===== config.mk =====
export PLATFORM = sky130hd
export DESIGN_NAME = pipe_regfile
export DESIGN_NICKNAME = d
export VERILOG_FILES = /design/src/rtl/pipe_pkg.sv /design/src/rtl/regfile_scoreboard.sv /design/src/rtl/pipe_regfile.sv
export SDC_FILE = /design/constraint.sdc
export NUM_CORES = 1
export LEC_CHECK = 0
export CAP_MARGIN = 25
export CORE_MARGIN = 5
export CORE_UTILIZATION = 55
export CTS_CLUSTER_SIZE = 28
export DETAILED_ROUTE_END_ITERATION = 8
export PLACE_DENSITY = 0.73
export SETUP_SLACK_MARGIN = 0.4
export SLEW_MARGIN = 20
export SYNTH_ARGS = -nofsm -noshare
export SYNTH_HDL_FRONTEND = slang
export SYNTH_HIERARCHICAL = 1
export SYNTH_SLANG_ARGS = --single-unit

===== constraint.sdc =====
create_clock -name clk -period 5.7 [get_ports clk]
set_input_delay 0.57 -clock clk [delete_from_list [all_inputs] [get_ports clk]]
set_output_delay 0.57 -clock clk [all_outputs]
set_load 0.005 [all_outputs]

===== src/rtl/pipe_pkg.sv =====
// Shared types and register-index constants for the pipelined core's GPR file.
// Latency: n/a (declarations only).
// Backpressure: n/a.
package pipe_pkg;

  // Register file life cycle: sweep-initialise the storage, then normal operation.
  typedef enum logic {
    INIT = 1'b0,
    RUN  = 1'b1
  } regfile_state_e;

  // Architectural register indices with special meaning.
  localparam int REG_ZERO = 0;   // hardwired zero
  localparam int REG_SP   = 29;  // stack pointer, gets a non-zero reset value
  localparam int REG_EPC  = 26;  // exception PC backup target

endpackage


===== src/rtl/regfile_scoreboard.sv =====
// Per-register pending bits: set when a producer issues, cleared when WB writes it.
// Latency: set/clear take effect at the next rising edge; lookups are combinational on the stored bits.
// Backpressure: none; the caller gates set/clear with its own enables.
//
// Ports:
//   clk, reset          clock and synchronous active-high reset (clears every pending bit)
//   clr_en, clr_addr    WB write: clear the pending bit of clr_addr
//   set_en, set_addr    ID issue: set the pending bit of set_addr (wins over a clear to the same index)
//   look_addr_a/b       lookup indices for the two read ports
//   busy_a/b            stored pending bit of the looked-up index (index 0 always 0)
module regfile_scoreboard #(
  parameter int ADDR_W = 5
) (
  input  logic              clk,
  input  logic              reset,
  input  logic              clr_en,
  input  logic [ADDR_W-1:0] clr_addr,
  input  logic              set_en,
  input  logic [ADDR_W-1:0] set_addr,
  input  logic [ADDR_W-1:0] look_addr_a,
  input  logic [ADDR_W-1:0] look_addr_b,
  output logic              busy_a,
  output logic              busy_b
);

  localparam int DEPTH = 1 << ADDR_W;

  logic [DEPTH-1:0] sb_q;
  logic [DEPTH-1:0] sb_d;

  always_comb begin
    sb_d = sb_q;
    for (int i = 1; i < DEPTH; i++) begin
      // Set is checked first: a producer issuing in ID the same cycle an older
      // producer retires in WB keeps the register pending.
      if (set_en && (set_addr == ADDR_W'(i))) begin
        sb_d[i] = 1'b1;
      end else if (clr_en && (clr_addr == ADDR_W'(i))) begin
        sb_d[i] = 1'b0;
      end
    end
    // $zero never has a producer.
    sb_d[0] = 1'b0;
  end

  always_ff @(posedge clk) begin
    if (reset) begin
      sb_q <= '0;
    end else begin
      sb_q <= sb_d;
    end
  end

  assign busy_a = sb_q[look_addr_a];
  assign busy_b = sb_q[look_addr_b];

endmodule


===== src/rtl/pipe_regfile.sv =====
// 2R/1W GPR file with WB->ID bypass, pending scoreboard, sweep init and an EPC backup write port.
// Latency: reads are combinational; writes land at the next rising edge (visible same cycle when BYPASS=1).
// Backpressure: none; while the init sweep runs ready=0 and all writes/scoreboard sets are dropped.
//
// Ports:
//   clk, reset             clock and synchronous active-high reset (restarts the init sweep)
//   ready                  1 once the init sweep has finished
//   rd_addr_a/b            read addresses from ID
//   rd_data_a/b            read data (combinational, bypassed when BYPASS=1)
//   rd_busy_a/b            register has an outstanding producer
//   wr_en/wr_addr/wr_data  WB write port
//   sb_set/sb_addr         mark a register pending when its producer issues
//   epc_en/epc_data        EPC backup write into EPC_IDX (wins over WB to the same index)
//   epc_q                  stored EPC_IDX contents, never bypassed
module pipe_regfile
  import pipe_pkg::*;
#(
  parameter int                DATA_W  = 32,
  parameter int                ADDR_W  = 5,
  parameter int                SP_IDX  = REG_SP,
  parameter logic [DATA_W-1:0] SP_INIT = DATA_W'('h800),
  parameter int                EPC_IDX = REG_EPC,
  parameter bit                BYPASS  = 1'b1
) (
  input  logic              clk,
  input  logic              reset,
  output logic              ready,
  input  logic [ADDR_W-1:0] rd_addr_a,
  input  logic [ADDR_W-1:0] rd_addr_b,
  output logic [DATA_W-1:0] rd_data_a,
  output logic [DATA_W-1:0] rd_data_b,
  output logic              rd_busy_a,
  output logic              rd_busy_b,
  input  logic              wr_en,
  input  logic [ADDR_W-1:0] wr_addr,
  input  logic [DATA_W-1:0] wr_data,
  input  logic              sb_set,
  input  logic [ADDR_W-1:0] sb_addr,
  input  logic              epc_en,
  input  logic [DATA_W-1:0] epc_data,
  output logic [DATA_W-1:0] epc_q
);

  localparam int                DEPTH    = 1 << ADDR_W;
  localparam logic [ADDR_W-1:0] IDX_ONE  = ADDR_W'(1);
  localparam logic [ADDR_W-1:0] IDX_LAST = ADDR_W'(DEPTH - 1);
  localparam logic [ADDR_W-1:0] SP_A     = ADDR_W'(SP_IDX);
  localparam logic [ADDR_W-1:0] EPC_A    = ADDR_W'(EPC_IDX);

  // ---------------------------------------------------------------------------
  // Init FSM
  // ---------------------------------------------------------------------------
  regfile_state_e    state_q;
  regfile_state_e    state_d;
  logic [ADDR_W-1:0] idx_q;
  logic              ready_q;
  logic              init_we;
  logic              run_en;

  always_ff @(posedge clk) begin
    if (reset) begin
      state_q <= INIT;
      idx_q   <= IDX_ONE;
      ready_q <= 1'b0;
    end else begin
      state_q <= state_d;
      ready_q <= (state_d == RUN);
      if (state_q == INIT) begin
        idx_q <= idx_q + IDX_ONE;
      end
    end
  end

  always_comb begin
    state_d = state_q;
    case (state_q)
      INIT:    if (idx_q == IDX_LAST) state_d = RUN;
      RUN:     state_d = RUN;
      default: state_d = INIT;
    endcase
  end

  // Both enables are also gated by reset so a reset arriving mid-RUN blocks
  // that cycle's writes and blanks the read ports before the state flips.
  always_comb begin
    init_we = 1'b0;
    run_en  = 1'b0;
    case (state_q)
      INIT:    init_we = !reset;
      RUN:     run_en  = !reset;
      default: ;
    endcase
  end

  assign ready = ready_q;

  // ---------------------------------------------------------------------------
  // Storage: no reset on the array so it can map onto a RAM macro; the sweep
  // provides the initial contents instead. Entry 0 is never written.
  // ---------------------------------------------------------------------------
  logic [DATA_W-1:0] mem [DEPTH];
  logic [DATA_W-1:0] init_val;
  logic              wr_ok;
  logic              epc_ok;
  logic              wr_mem;
  logic              set_ok;

  assign init_val = (idx_q == SP_A) ? SP_INIT : '0;
  assign wr_ok    = run_en && wr_en && (wr_addr != '0);
  assign epc_ok   = run_en && epc_en;
  // EPC backup takes priority when both ports target the EPC register.
  assign wr_mem   = wr_ok && !(epc_ok && (wr_addr == EPC_A));
  assign set_ok   = run_en && sb_set && (sb_addr != '0);

  always_ff @(posedge clk) begin
    if (init_we) begin
      mem[idx_q] <= init_val;
    end else begin
      if (wr_mem) begin
        mem[wr_addr] <= wr_data;
      end
      if (epc_ok) begin
        mem[EPC_A] <= epc_data;
      end
    end
  end

  assign epc_q = mem[EPC_A];

  // ---------------------------------------------------------------------------
  // Read muxes
  // ---------------------------------------------------------------------------
  always_comb begin
    rd_data_a = mem[rd_addr_a];
    if (!run_en || (rd_addr_a == '0)) begin
      rd_data_a = '0;
    end else if (BYPASS && epc_ok && (rd_addr_a == EPC_A)) begin
      rd_data_a = epc_data;
    end else if (BYPASS && wr_ok && (rd_addr_a == wr_addr)) begin
      rd_data_a = wr_data;
    end
  end

  always_comb begin
    rd_data_b = mem[rd_addr_b];
    if (!run_en || (rd_addr_b == '0)) begin
      rd_data_b = '0;
    end else if (BYPASS && epc_ok && (rd_addr_b == EPC_A)) begin
      rd_data_b = epc_data;
    end else if (BYPASS && wr_ok && (rd_addr_b == wr_addr)) begin
      rd_data_b = wr_data;
    end
  end

  // ---------------------------------------------------------------------------
  // Scoreboard and busy lookups
  // ---------------------------------------------------------------------------
  logic sb_busy_a;
  logic sb_busy_b;
  logic clr_now_a;
  logic clr_now_b;

  regfile_scoreboard #(
    .ADDR_W (ADDR_W)
  ) u_scoreboard (
    .clk         (clk),
    .reset       (reset),
    .clr_en      (wr_ok),
    .clr_addr    (wr_addr),
    .set_en      (set_ok),
    .set_addr    (sb_addr),
    .look_addr_a (rd_addr_a),
    .look_addr_b (rd_addr_b),
    .busy_a      (sb_busy_a),
    .busy_b      (sb_busy_b)
  );

  // A clear only becomes effective when no set to the same index competes
  // with it, so only then may it be forwarded to the read port.
  assign clr_now_a = wr_ok && (wr_addr == rd_addr_a) && !(set_ok && (sb_addr == rd_addr_a));
  assign clr_now_b = wr_ok && (wr_addr == rd_addr_b) && !(set_ok && (sb_addr == rd_addr_b));

  assign rd_busy_a = run_en && (rd_addr_a != '0) && sb_busy_a && !(BYPASS && clr_now_a);
  assign rd_busy_b = run_en && (rd_addr_b != '0) && sb_busy_b && !(BYPASS && clr_now_b);

endmodule


==> results.tsv <==
stage	metric	value	unit
sta	skew	0.0355	ns
power_and_ir_drop	cellPowerDensity	290	nW/um^2
finish	area_delta_synth_final	14.8	%
sta	hold_ws	0.495	ns
global_route	grt_pass1_vias	32900	
yosys	synth_adder_area_share	0.000741	
sta	hold_viol_final	0	
flow_run	max-cap-violations	0	
placed_design	dp_slack	0.839	ns
placed_design	dp_cells	4066	
floorplanning	die_w	313	um
worst_setup_path	cpPeakStageDelay	0.92	ns
sta	tightest_slew	1.20	ns
clocking	clk_pin_slew	0.06	ns
sta	rsz0062_at_grt	no	
worst_setup_path	crit_type	in -> out	
finish	final_cells	4279	
yosys	synth_edf_count	1024	
yosys	ys_ff_latch	1061	
worst_setup_path	crit_chain	buf_8 -> buf_4 -> nor3b_2 -> buf_4 -> a221oi_1 -> nand3_1 -> nand2_1 -> o21ai_0 -> buf_4 -> clkdlybuf4s50_1	
worst_setup_path	path_depth	10	
clocking	post_cts_buffers	0	
yosys	async_flop_share	0	
yosys	ys_top_cells_by_count	1024 x edfxtp_1, 506 x mux4_2, 141 x o22ai_1	
worst_setup_path	start_kind	input pin	
yosys	seq_area_frac_synth	0.622	
floorplanning	ios	188	
finish	nets	3091	
sta	setup_viol	0	
floorplanning	coreArea	91500	um^2
worst_setup_path	worst_setup_path_end_kind	output port	
min_path	timing.hold.worst.class	reg -> reg	
power_and_ir_drop	vdd_ir_drop_max	0.268	mV
yosys	netlist_instances	2794	
yosys	syn_area_per_cell	18.1	um^2
worst_setup_path	crit_slowest_cell	o21ai_0	
finish	drive_gt1_frac	0.302	
global_route	grt_start_max_net_pins	89	
clocking	cts_tree	yes	
global_route	grt_pass1_wl	237	mm
yosys	synth_compound_area_frac	0.0592	
routing	drtIter0Drc	5505	
worst_setup_path	cp_num_buf_inv	5	
yosys	synth_area	50700	um^2
clocking	insertion_delay	0.72	ns
floorplanning	rows	111	
global_route	gr-total-overflow	0	
placed_design	buffer_ports.inserted	187	
yosys	synth_top_family_by_area	multiplexers	
clocking	cts_root_buffer	clkbuf_16	
routing	wirelength	167	mm
sta	slew_violations	0	
worst_setup_path	cp_data_required_time	5.13	ns
sta	relSlewSlack	0.189	
min_path	hold_depth	2	
yosys	synth-simple-area-share	0.0367	
worst_setup_path	cpMostUsedCell	buf_4	
floorplanning	die-area	98300	um^2
sta	finalSetupTns	0	ns
yosys	synth_top_area_cell	edfxtp_1	
floorplanning	fp.dieH	313	um
yosys	synth.distinct_cells	53	
sta	layout_setup_ws	0.528	ns
yosys	synthMuxAreaShare	0.256	
yosys	synth_top_area_share	0.607	
worst_setup_path	reg2reg_depth	5	
clocking	clock_path_buffers	3	
power_and_ir_drop	totalPowerFinal	16.9	mW
yosys	ys_warn_count	6	
routing	first_pass_iters	6	
worst_setup_path	path_delay_family	buffers and inverters	
worst_setup_path	cp_max_fo	88	
placed_design	routabilityCongestion	0.896	
yosys	yosysMostFrequentCell	edfxtp_1	
routing	drt-wirelength-per-cell	39.1	um
clocking	cts_made_buffers	110	
outcome	status	completed	
global_route	antenna_found_initial	5	
yosys	synth.area.top_cells	edfxtp_1 61%, mux4_2 22%, o22ai_1 1.7%	
routing	viasPerCell	7.70	
sta	period_share	0.907	
yosys	syn_nets	2886	
yosys	ys.flop_type	edfxtp_1	
sta	fin_crit	5.17	ns
global_route	grt_use_total	0.336	
routing	postRouteAntennaNets	0	
worst_setup_path	reg2reg_slack	1.84	ns
power_and_ir_drop	p_leak	16.8	nW
clocking	ctsHoldBuffers	0	
worst_setup_path	critPathArrivalTime	4.60	ns
placed_design	dpl.hpwl	99.1	mm
clocking	cts.sinks	1061	
sta	fmaxAchievable	0.193	GHz
yosys	synth_xor_area_frac	0.00363	
routing	vias	32900	
clocking	cts-resized-gates	0	
clocking	cts_max_level	3	
floorplanning	start_util	0.554	
routing	drc	0	
-- layout make-up --
class	instances	area, um^2
Clock buffer	139	2900
Tap cell	1186	1480
Antenna cell	2	5.00
Sequential cell	1061	31500
Inverter	7	26.3
Timing Repair Buffer	317	3210
Clock inverter	65	648
Fill cell	6052	33400
Multi-Input combinational cell	1502	18400
-- report_power, final --
group / total, mW / switching (mW) / internal (mW)
clock network: 7.12 / 3.09 / 4.03
registers: 8.55 / 0.0415 / 8.51
logic: 1.21 / 0.706 / 0.505
-- stage by stage --
| step | instance area (um^2) | util |
|---|---|---|
| after floorplan | 50700 | - |
| after global placement | 54500 | 0.595 |
| after detailed placement | 54500 | 0.595 |
| after CTS | 58000 | 0.634 |
| after global routing | 58200 | 0.635 |
| final | 58200 | 0.635 |
-- placed cells by master, fill, tap and decap left out, types with 22 or more instances in the layout --
| cell | instances |
|---|---|
| edfxtp_1 | 1024 |
| mux4_2 | 506 |
| clkdlybuf4s50_1 | 180 |
| o22ai_1 | 141 |
| clkbuf_16 | 111 |
| buf_4 | 100 |
| nand2_1 | 89 |
| a21oi_1 | 79 |
| mux2_2 | 74 |
| mux2i_1 | 73 |
| o21ai_1 | 60 |
| a32oi_1 | 58 |
| a22oi_1 | 49 |
| o21ai_0 | 45 |
| nand3_1 | 42 |
| dfxtp_1 | 37 |
| nor2_4 | 31 |
| or4_1 | 30 |
| nor2_1 | 29 |
| and2_1 | 28 |
| clkbuf_1 | 26 |
| clkinv_1 | 23 |
| buf_12 | 23 |
| clkinv_2 | 22 |
-- worst min-delay path: cells and delay by family (launching register included) --
family / cells / cell delay, ns
flops: 1 / 0.32
compound gates: 2 / 0.13
-- logic make-up (layout without fill, tap and decap cells) --
family / Yosys count / after routing
other: 0 / 2
AND/OR/NAND/NOR: 353 / 353
AO/OA/AOI/OAI: 471 / 471
flip-flops: 1061 / 1061
adder cells (fa/ha/maj): 3 / 3
multiplexers: 654 / 654
XOR/XNOR: 21 / 21
buffers and inverters: 231 / 528
-- registers in the layout, indices dropped and copies added, names as in the netlist --
signal and flops:
mem 1024, u_scoreboard/sb_q 31, idx_q 5, ready 1
-- worst paths after layout --
kind | startpoint | endpoint
hold / removal | u_scoreboard/sb_q[29]$_SDFFE_PP0P_ | u_scoreboard/sb_q[29]$_SDFFE_PP0P_
hold reg to reg | u_scoreboard/sb_q[29]$_SDFFE_PP0P_ | u_scoreboard/sb_q[29]$_SDFFE_PP0P_
setup reg to reg | ready$_SDFF_PP0_ | mem[17][24]$_DFFE_PP_
setup / recovery | rd_addr_b[1] | rd_data_b[0]
-- layer usage --
metal  GRT usage  wire length, um  vias up  share of wire
li1            -                -    12500              -
met2       0.505            75600     2984           0.45
met1       0.466            57900    16900           0.35
met4       0.131             8050        6          0.048
met3       0.111            25800      544           0.15
met5           0               63        -        0.00038
No activity file was read; power rests on OpenSTA's default activity.
